$ cat src/rtl/cpu_run_ctrl.sv
// Run/step/breakpoint controller: turns a run switch, a bouncing step
// button and a PC breakpoint into a single-cycle CPU clock-enable pulse.
//
// Interface semantics: there is no valid/ready handshake here. cpu_tick is
// a one-cycle enable qualifier on clk; the CPU advances exactly once per
// cycle in which cpu_tick is high, and pc is expected to stay stable
// between ticks. state is the live FSM encoding, exported for observation.
module cpu_run_ctrl #(
  parameter int DIV_MAX   = 99999,
  parameter int DB_CYCLES = 1000000
) (
  input  logic        clk,
  input  logic        rst,
  input  logic        run_sw,
  input  logic        step_btn,
  input  logic        bp_en,
  input  logic [31:0] bp_addr,
  input  logic [31:0] pc,
  output logic        cpu_tick,
  output logic [1:0]  state,
  output logic        halted,
  output logic [31:0] tick_count
);

  localparam int DIV_W = (DIV_MAX < 1) ? 1 : $clog2(DIV_MAX + 1);
  localparam int DB_W  = (DB_CYCLES < 2) ? 1 : $clog2(DB_CYCLES);

  localparam logic [DIV_W-1:0] DIV_LAST = DIV_W'(DIV_MAX);
  localparam logic [DB_W-1:0]  DB_LAST  = DB_W'(DB_CYCLES - 1);

  typedef enum logic [1:0] {
    ST_HALT = 2'b00,
    ST_RUN  = 2'b01,
    ST_STEP = 2'b10,
    ST_BRK  = 2'b11
  } state_t;

  // Button path registers
  logic            sync1_q, sync2_q;
  logic            db_level_q, db_level_d;
  logic [DB_W-1:0] db_cnt_q, db_cnt_d;
  logic            step_pulse_q, step_pulse_d;

  // Control registers
  state_t           state_q, state_d;
  logic [DIV_W-1:0] div_q, div_d;
  logic             tick_q, tick_d;
  logic [31:0]      count_q, count_d;

  logic sample_diff;
  logic db_hit;
  logic bp_hit;

  // Debounce next-state: any sample equal to the accepted level restarts
  // the count; DB_CYCLES consecutive differing samples accept the new level.
  // Only a newly accepted high level produces a step pulse.
  always_comb begin
    sample_diff  = (sync2_q != db_level_q);
    db_hit       = sample_diff && (db_cnt_q == DB_LAST);
    db_cnt_d     = '0;
    db_level_d   = db_level_q;
    step_pulse_d = 1'b0;
    if (db_hit) begin
      db_level_d   = sync2_q;
      step_pulse_d = sync2_q;
    end else if (sample_diff) begin
      db_cnt_d = db_cnt_q + DB_W'(1);
    end
  end

  // Synchroniser and debounce registers
  always_ff @(posedge clk or negedge rst) begin
    if (!rst) begin
      sync1_q      <= 1'b0;
      sync2_q      <= 1'b0;
      db_cnt_q     <= '0;
      db_level_q   <= 1'b0;
      step_pulse_q <= 1'b0;
    end else begin
      sync1_q      <= step_btn;
      sync2_q      <= sync1_q;
      db_cnt_q     <= db_cnt_d;
      db_level_q   <= db_level_d;
      step_pulse_q <= step_pulse_d;
    end
  end

  assign bp_hit = bp_en && (pc == bp_addr);

  // Control next-state: the divider only runs in RUN and is zero elsewhere,
  // so every RUN entry waits a full DIV_MAX+1 cycles before its first tick.
  // A tick is raised on the same edge that moves into STEP or that ends a
  // RUN period, and the tick counter advances on that same edge.
  always_comb begin
    state_d = state_q;
    div_d   = '0;
    tick_d  = 1'b0;
    case (state_q)
      ST_HALT: begin
        if (run_sw) begin
          state_d = ST_RUN;
        end else if (step_pulse_q) begin
          state_d = ST_STEP;
          tick_d  = 1'b1;
        end
      end
      ST_RUN: begin
        if (!run_sw) begin
          state_d = ST_HALT;
        end else if (div_q == DIV_LAST) begin
          if (bp_hit) begin
            state_d = ST_BRK;
          end else begin
            tick_d = 1'b1;
          end
        end else begin
          div_d = div_q + DIV_W'(1);
        end
      end
      ST_STEP: begin
        // Breakpoint deliberately not consulted: this is how the CPU
        // steps off the instruction it froze on.
        state_d = ST_HALT;
      end
      ST_BRK: begin
        if (step_pulse_q) begin
          state_d = ST_STEP;
          tick_d  = 1'b1;
        end else if (!run_sw) begin
          state_d = ST_HALT;
        end
      end
      default: state_d = ST_HALT;
    endcase
    count_d = tick_d ? (count_q + 32'd1) : count_q;
  end

  // Control FSM, divider, tick and tick counter registers
  always_ff @(posedge clk or negedge rst) begin
    if (!rst) begin
      state_q <= ST_HALT;
      div_q   <= '0;
      tick_q  <= 1'b0;
      count_q <= 32'd0;
    end else begin
      state_q <= state_d;
      div_q   <= div_d;
      tick_q  <= tick_d;
      count_q <= count_d;
    end
  end

  assign cpu_tick   = tick_q;
  assign state      = state_q;
  assign halted     = (state_q == ST_HALT) || (state_q == ST_BRK);
  assign tick_count = count_q;

endmodule

$ cat config.mk
export PLATFORM = sky130hd
export DESIGN_NAME = cpu_run_ctrl
export DESIGN_NICKNAME = d
export VERILOG_FILES = /design/src/rtl/cpu_run_ctrl.sv
export SDC_FILE = /design/constraint.sdc
export NUM_CORES = 1
export LEC_CHECK = 0
export ABC_AREA = 1
export CAP_MARGIN = 0
export CORE_MARGIN = 3
export CORE_UTILIZATION = 47
export CTS_CLUSTER_DIAMETER = 30
export CTS_CLUSTER_SIZE = 30
export DETAILED_ROUTE_END_ITERATION = 10
export HOLD_SLACK_MARGIN = 0.02
export MAX_ROUTING_LAYER = met4
export PLACE_DENSITY_LB_ADDON = 0.15
export SLEW_MARGIN = 25
export SYNTH_ARGS = -nofsm -noshare
export SYNTH_HDL_FRONTEND = slang
export SYNTH_SLANG_ARGS = --single-unit
$ cat constraint.sdc
create_clock -name clk -period 1.6 [get_ports clk]
set_input_delay 0.16 -clock clk [delete_from_list [all_inputs] [get_ports clk]]
set_output_delay 0.16 -clock clk [all_outputs]
set_load 0.005 [all_outputs]
# After elaboration in Yosys (flattened, before gate mapping)

Cells that the tools add are included.

$add $sub $neg: 3
Eq/ne operators: 11
Mux-type cells: 20
Reduce and logical (&&, ||, !) cells: 5

Operators by type and width:

| cell                    | count |
|---|---|
| $mux W17                | 3 |
| $mux W20                | 2 |
| $add A32 B1 Y32 const B | 1 |
| $eq A32 B32 Y1          | 1 |
| $add A20 B1 Y20 const B | 1 |
| $eq A20 B20 Y1 const B  | 1 |
| $add A17 B1 Y17 const B | 1 |
| $eq A17 B17 Y1 const B  | 1 |
| $mux W2                 | 7 |
| $ne A3 B3 Y1 const B    | 4 |
| $pmux W2 S4             | 1 |
| $mux W1                 | 6 |
| $eq A2 B2 Y1 const B    | 2 |
| $reduce_and A4 Y1       | 1 |
| $pmux W1 S3             | 1 |
| $eq A2 B1 Y1 const B    | 1 |
| $logic_and A1 B1 Y1     | 2 |
| $logic_not A2 Y1        | 1 |
| $logic_or A1 B1 Y1      | 1 |
| $ne A1 B1 Y1            | 1 |

Bits in registers: 76
Bits of input ports: 69
Output and inout bits: 36
Word-level logic and storage cells: 48

# Logic depth before layout (Yosys ltp)

Depth in word-level cells: 6
Mapped depth: 15
Gate-level depth less buffers: 14

# Worst setup path after synthesis

No wires, ideal clock.

Path type: reg2reg
Start point: register db_cnt_q[0]
End point: register db_cnt_q[16]
Library setup time: 0.123 ns
Arrival: 1.497 ns
Required time: 1.477 ns
Slack: -0.020 ns
Stages on the path, launching flop included: 11
Path buffers: 0
Clock period less this slack: 1.620 ns
Cells stage by stage: dfrtp_1 > ha_1 > nand3_2 > nor2_4 > nand3_2 > nor2_2 > nand3_2 > nor2_4 > nand3_2 > o21ai_0 > a21oi_1

Cells in the longest elaborated chain, start to end: 3
Elaborated cells on any way between the ends: 5
Classes of those cells: add/sub (1); eq/ne (1); mux (2); reduce/logical (1)

RTL lines:

| element                                           | RTL line | source |
|---|---|---|
| start: declaration                                | 41       | `logic [DB_W-1:0] db_cnt_q, db_cnt_d;` |
| start signal: assignment                          | 82       | `db_cnt_q <= db_cnt_d;` |
| $add A20 B1 Y20 or $eq A20 B20 Y1 (tied branches) | 67, 59   |  |
| $mux W20 or $logic_and A1 B1 Y1 (tied branches)   | 66, 59   |  |
| $mux W20 (*)                                      | 63       | `if (db_hit) begin` |
| via db_cnt_d[16]                                  | 41       |  |

The timed path passes the listed nets; every way through them passes the cells marked *.
A chain may end at the register's enable or synchronous reset.

# Worst setup path in the final report

Start point: register count_q[11] (netlist: tick_count[11])
End point: register count_q[22] (netlist: tick_count[22])

Cells in the longest elaborated chain, start to end: 1

RTL lines:

| element                  | RTL line | source |
|---|---|---|
| start: declaration       | 48       | `logic [31:0] count_q, count_d;` |
| start signal: assignment | 149      | `count_q <= count_d;` |
| $add A32 B1 Y32          | 135      | `count_d = tick_d ? (count_q + 32'd1) : count_q;` |

No other way between the ends.

==> impl_results.md <==
- Outcome: finished with violations
- Failing checks: negative setup slack
- Total Power: 0.00477 W
- Routed Antenna Nets: 0
- CP Depth: 7
- Die area: 0.0116 mm^2
- Final hold slack: approximately 0.24 ns
- Clock root buffer: clkbuf_8
- Initial antenna violation count: 0
- Insertion delay to the later sink of the worst-skew pair: 0.37 ns
- Hold Crit Class: in -> reg
- Worst EP required: between 1.5 and 2 ns
- Final #Nets: 986
- GRT Util Overall: between 20 and 30%
- Die Wd: 108 um
- WP buf/inv: 0
- Worst-Margin Slew: 0.414 ns
- Worst r2r src: tick_count[11]
- CP Launch Type: register
- Synth area leader: dfrtp_1
- Core Region: 0.00991 mm^2
- Clock sinks: 76
- Slowest stage delay, CP: 0.42 ns
- Sequential area share after synthesis: about two fifths
- Skew final: 0.0206 ns
- DR vias: roughly 5,600
- R2r setup slk: -0.26 ns
- Final period util: 116%
- Max Buffers Root-to-Sink: 2
- CP endpoint kind: register
- Post-Syn Nets: 750
- Crit path max fanout: 4
- Fmax: 0.537 GHz
- Number of antenna diodes: 0
- Kind of critical path: reg -> reg
- Post-layout min period: 1.86 ns
- Worst Reg2Reg Path Length in Cells: 7
- Reg clk slew, reported paths: 0.09 ns
- Synth Instances: 674
- First-pass DRT Iterations: 5
- Starting Density: 49.1%
- Leakage Power: 3.85 nW
- Cell area after layout: 0.00797 mm^2
- PwrDens: 598 mW/mm^2
- Synth warn: 0
- Post-synth cell types: 36
- Die Height: 108 um
- Most common cell after layout, fill and taps aside: nand2_1
- Worst-path cell chain: nand2_1 > nor2_1 > nand2_1 > nor4_2 > xor2_1 > nand3_1 > nand2_1
- # rows: 36
- CP most frequent cell: nand2_1
- Crit-path leading delay family: simple AND/OR/NAND/NOR gates
- Final wirelength: approximately 17,000 um
- WP data arrival: ~2.2 ns
- Worst setup path endpoint: tick_count[22]
- IO Pins: roughly 110
- Vias in the first global route: 5,635
- Placed wire-length estimate: 9860 um
- Yosys reg bits: 76
- R2r endpoint: tick_count[22]
- Most frequent cells in the layout: nand2_1, buf_4, clkdlybuf4s50_1
- RSZ-0062 raised after global routing: true
- Pin count of the biggest net entering global routing: 77
- Total congestion overflow: 0
- Post-DR wirelength/cell: around 16 um
- 1st-iter DRT viols: 370
- Remaining DRCs: 0
- CTS tree: built
- Finish-stage setup viols: 64
- Headroom to the max-slew limit: approximately 72%
- Top-area cell type share of the netlist area: 39.1%
- CP max stage cell: dfrtp_1
- H-tree Lvls: 3
- Pre-CTS setup slack: -0.390 ns
- Area delta synth->final: 63.6%
- Synth area leaders: dfrtp_1, nand2_1, inv_1, nor2_1, xor2_1
- Port Buffers: 104
- First-pass GRT wire length: around 25,000 um
- PnR worst setup slack: -0.261 ns
- Fin util: 80.4%
- Drt via density: 5.33
- Worst vdd ir: 0.000426 V
- Crit path launch: tick_count[11]
- Mean Syn Cell Area: 7.22 um^2
- Share of layout cells above drive strength 1: between 30% and 40%
- Max-cap viol count: 0
- TritonCTS buffer count: 9
- Final hold vios: 0
- Synth Cell Area: ~0.005 mm^2
- Post-DP Area: between 0.006 and 0.007 mm^2
- Gp weighted congestion: 0.911
- Max Slew Vio Count: 0
==> repair_timing <==
item,in CTS,in global routing
hold endpoints to repair,76,0
pin swaps,28,24
hold buffers,1,0
buffers inserted,27,24
gates cloned,5,1
endpoints found under the setup margin,63,85
gates resized for setup,76,100
==> synth_stat cells <==
cell and number:
nand2_2 2, nor3_2 1, nor2_4 2, a221oi_1 1, ha_1 7, buf_2 3
nand3_2 10, nand3_1 46, xor2_1 27, o21ai_1 1, nor2_2 10, nand2_4 2
xnor2_1 22, buf_4 3, or2_1 1, o22ai_1 1, a211oi_1 3, o21a_1 1
dfrtp_1 76, nor2_1 78, nand2_1 206, a21oi_1 17, inv_1 85, nor3b_1 1
nor3_4 1, o21ai_0 14, nor3_1 17, inv_2 3, nor4_1 6, nand3b_1 1
or2_2 1, buf_6 3, clkbuf_1 4, nor4_2 4, nand4_1 13, clkinv_1 1
==> state kept, by name, indices dropped and copies added, names as in the netlist <==
name and flops:
db_cnt_q 20, cpu_tick 1, step_pulse_q 1, sync1_q 1
db_level_q 1, state 2, sync2_q 1, tick_count 32
div_q 17
==> report_power, final <==
part / leakage (nW) / total (W) / internal, W / switching [W]
Sequential: 1.04 / 0.00198 / 0.00196 / 0.0000260
Combinational: 2.71 / 0.00116 / 0.000528 / 0.000636
Clock: 0.0995 / 0.00162 / 0.000778 / 0.000839
Total: 3.85 / 0.00477 / 0.00326 / 0.00150
==> cell families (layout without fill, tap and decap cells) <==
group                      Yosys count  count (layout)  share of synthesized area, %
AOI/OAI and AO/OA                   38              38                          4.21
and+or+nand+nor                    402             406                          37.5
buffers and inverters              102             339                          8.64
adders and majority gates            7               7                          1.80
DFF                                 76              76                          39.1
xor gates and xnor gates            49              49                          8.82
==> layer usage <==
layer | routed length [um] | vias up | global-route usage [%]
met5 | 0 | - | -
met4 | 660 | 0 | 11.7
met3 | 1100 | 79 | 6.18
met2 | 8760 | 278 | 49.9
met1 | 6440 | 2633 | 30.1
li1 | - | 2594 | -
==> metrics by stage <==
step | setup TNS [ns] | std cells
6_report | -7.60 | 1048
5_1_grt | -14.05 | 1048
4_1_cts | -4.38 | 1028
3_5_place_dp | -13.11 | 979
3_3_place_gp | -10.90 | 979
2_1_floorplan | -0.0175 | 674
==> area by class of cell <==
cell class / instances / area [um^2]
clock buffers: 10 / 138
clock inverters: 6 / 71.3
fillers: 595 / 1940
inverters: 89 / 343
multi-input cells: 500 / 3130
flip-flops and latches: 76 / 1910
well taps: 133 / 166
repair buffers: 233 / 2200
repair inverters: 1 / 6.26
==> how the worst min path moves through the flow <==
stage,from,to,slack (ns),depth (start not counted)
5_1_grt,step_btn,sync1_q,0.24,1
2_1_floorplan,rst,cpu_tick,-0.14,0
3_3_place_gp,rst,div_q[15],0.21,2
3_5_place_dp,rst,div_q[16],0.22,2
6_report,step_btn,sync1_q,0.24,1
4_1_cts,step_btn,sync1_q,0.23,1
No activity file was read; power rests on OpenSTA's default activity.
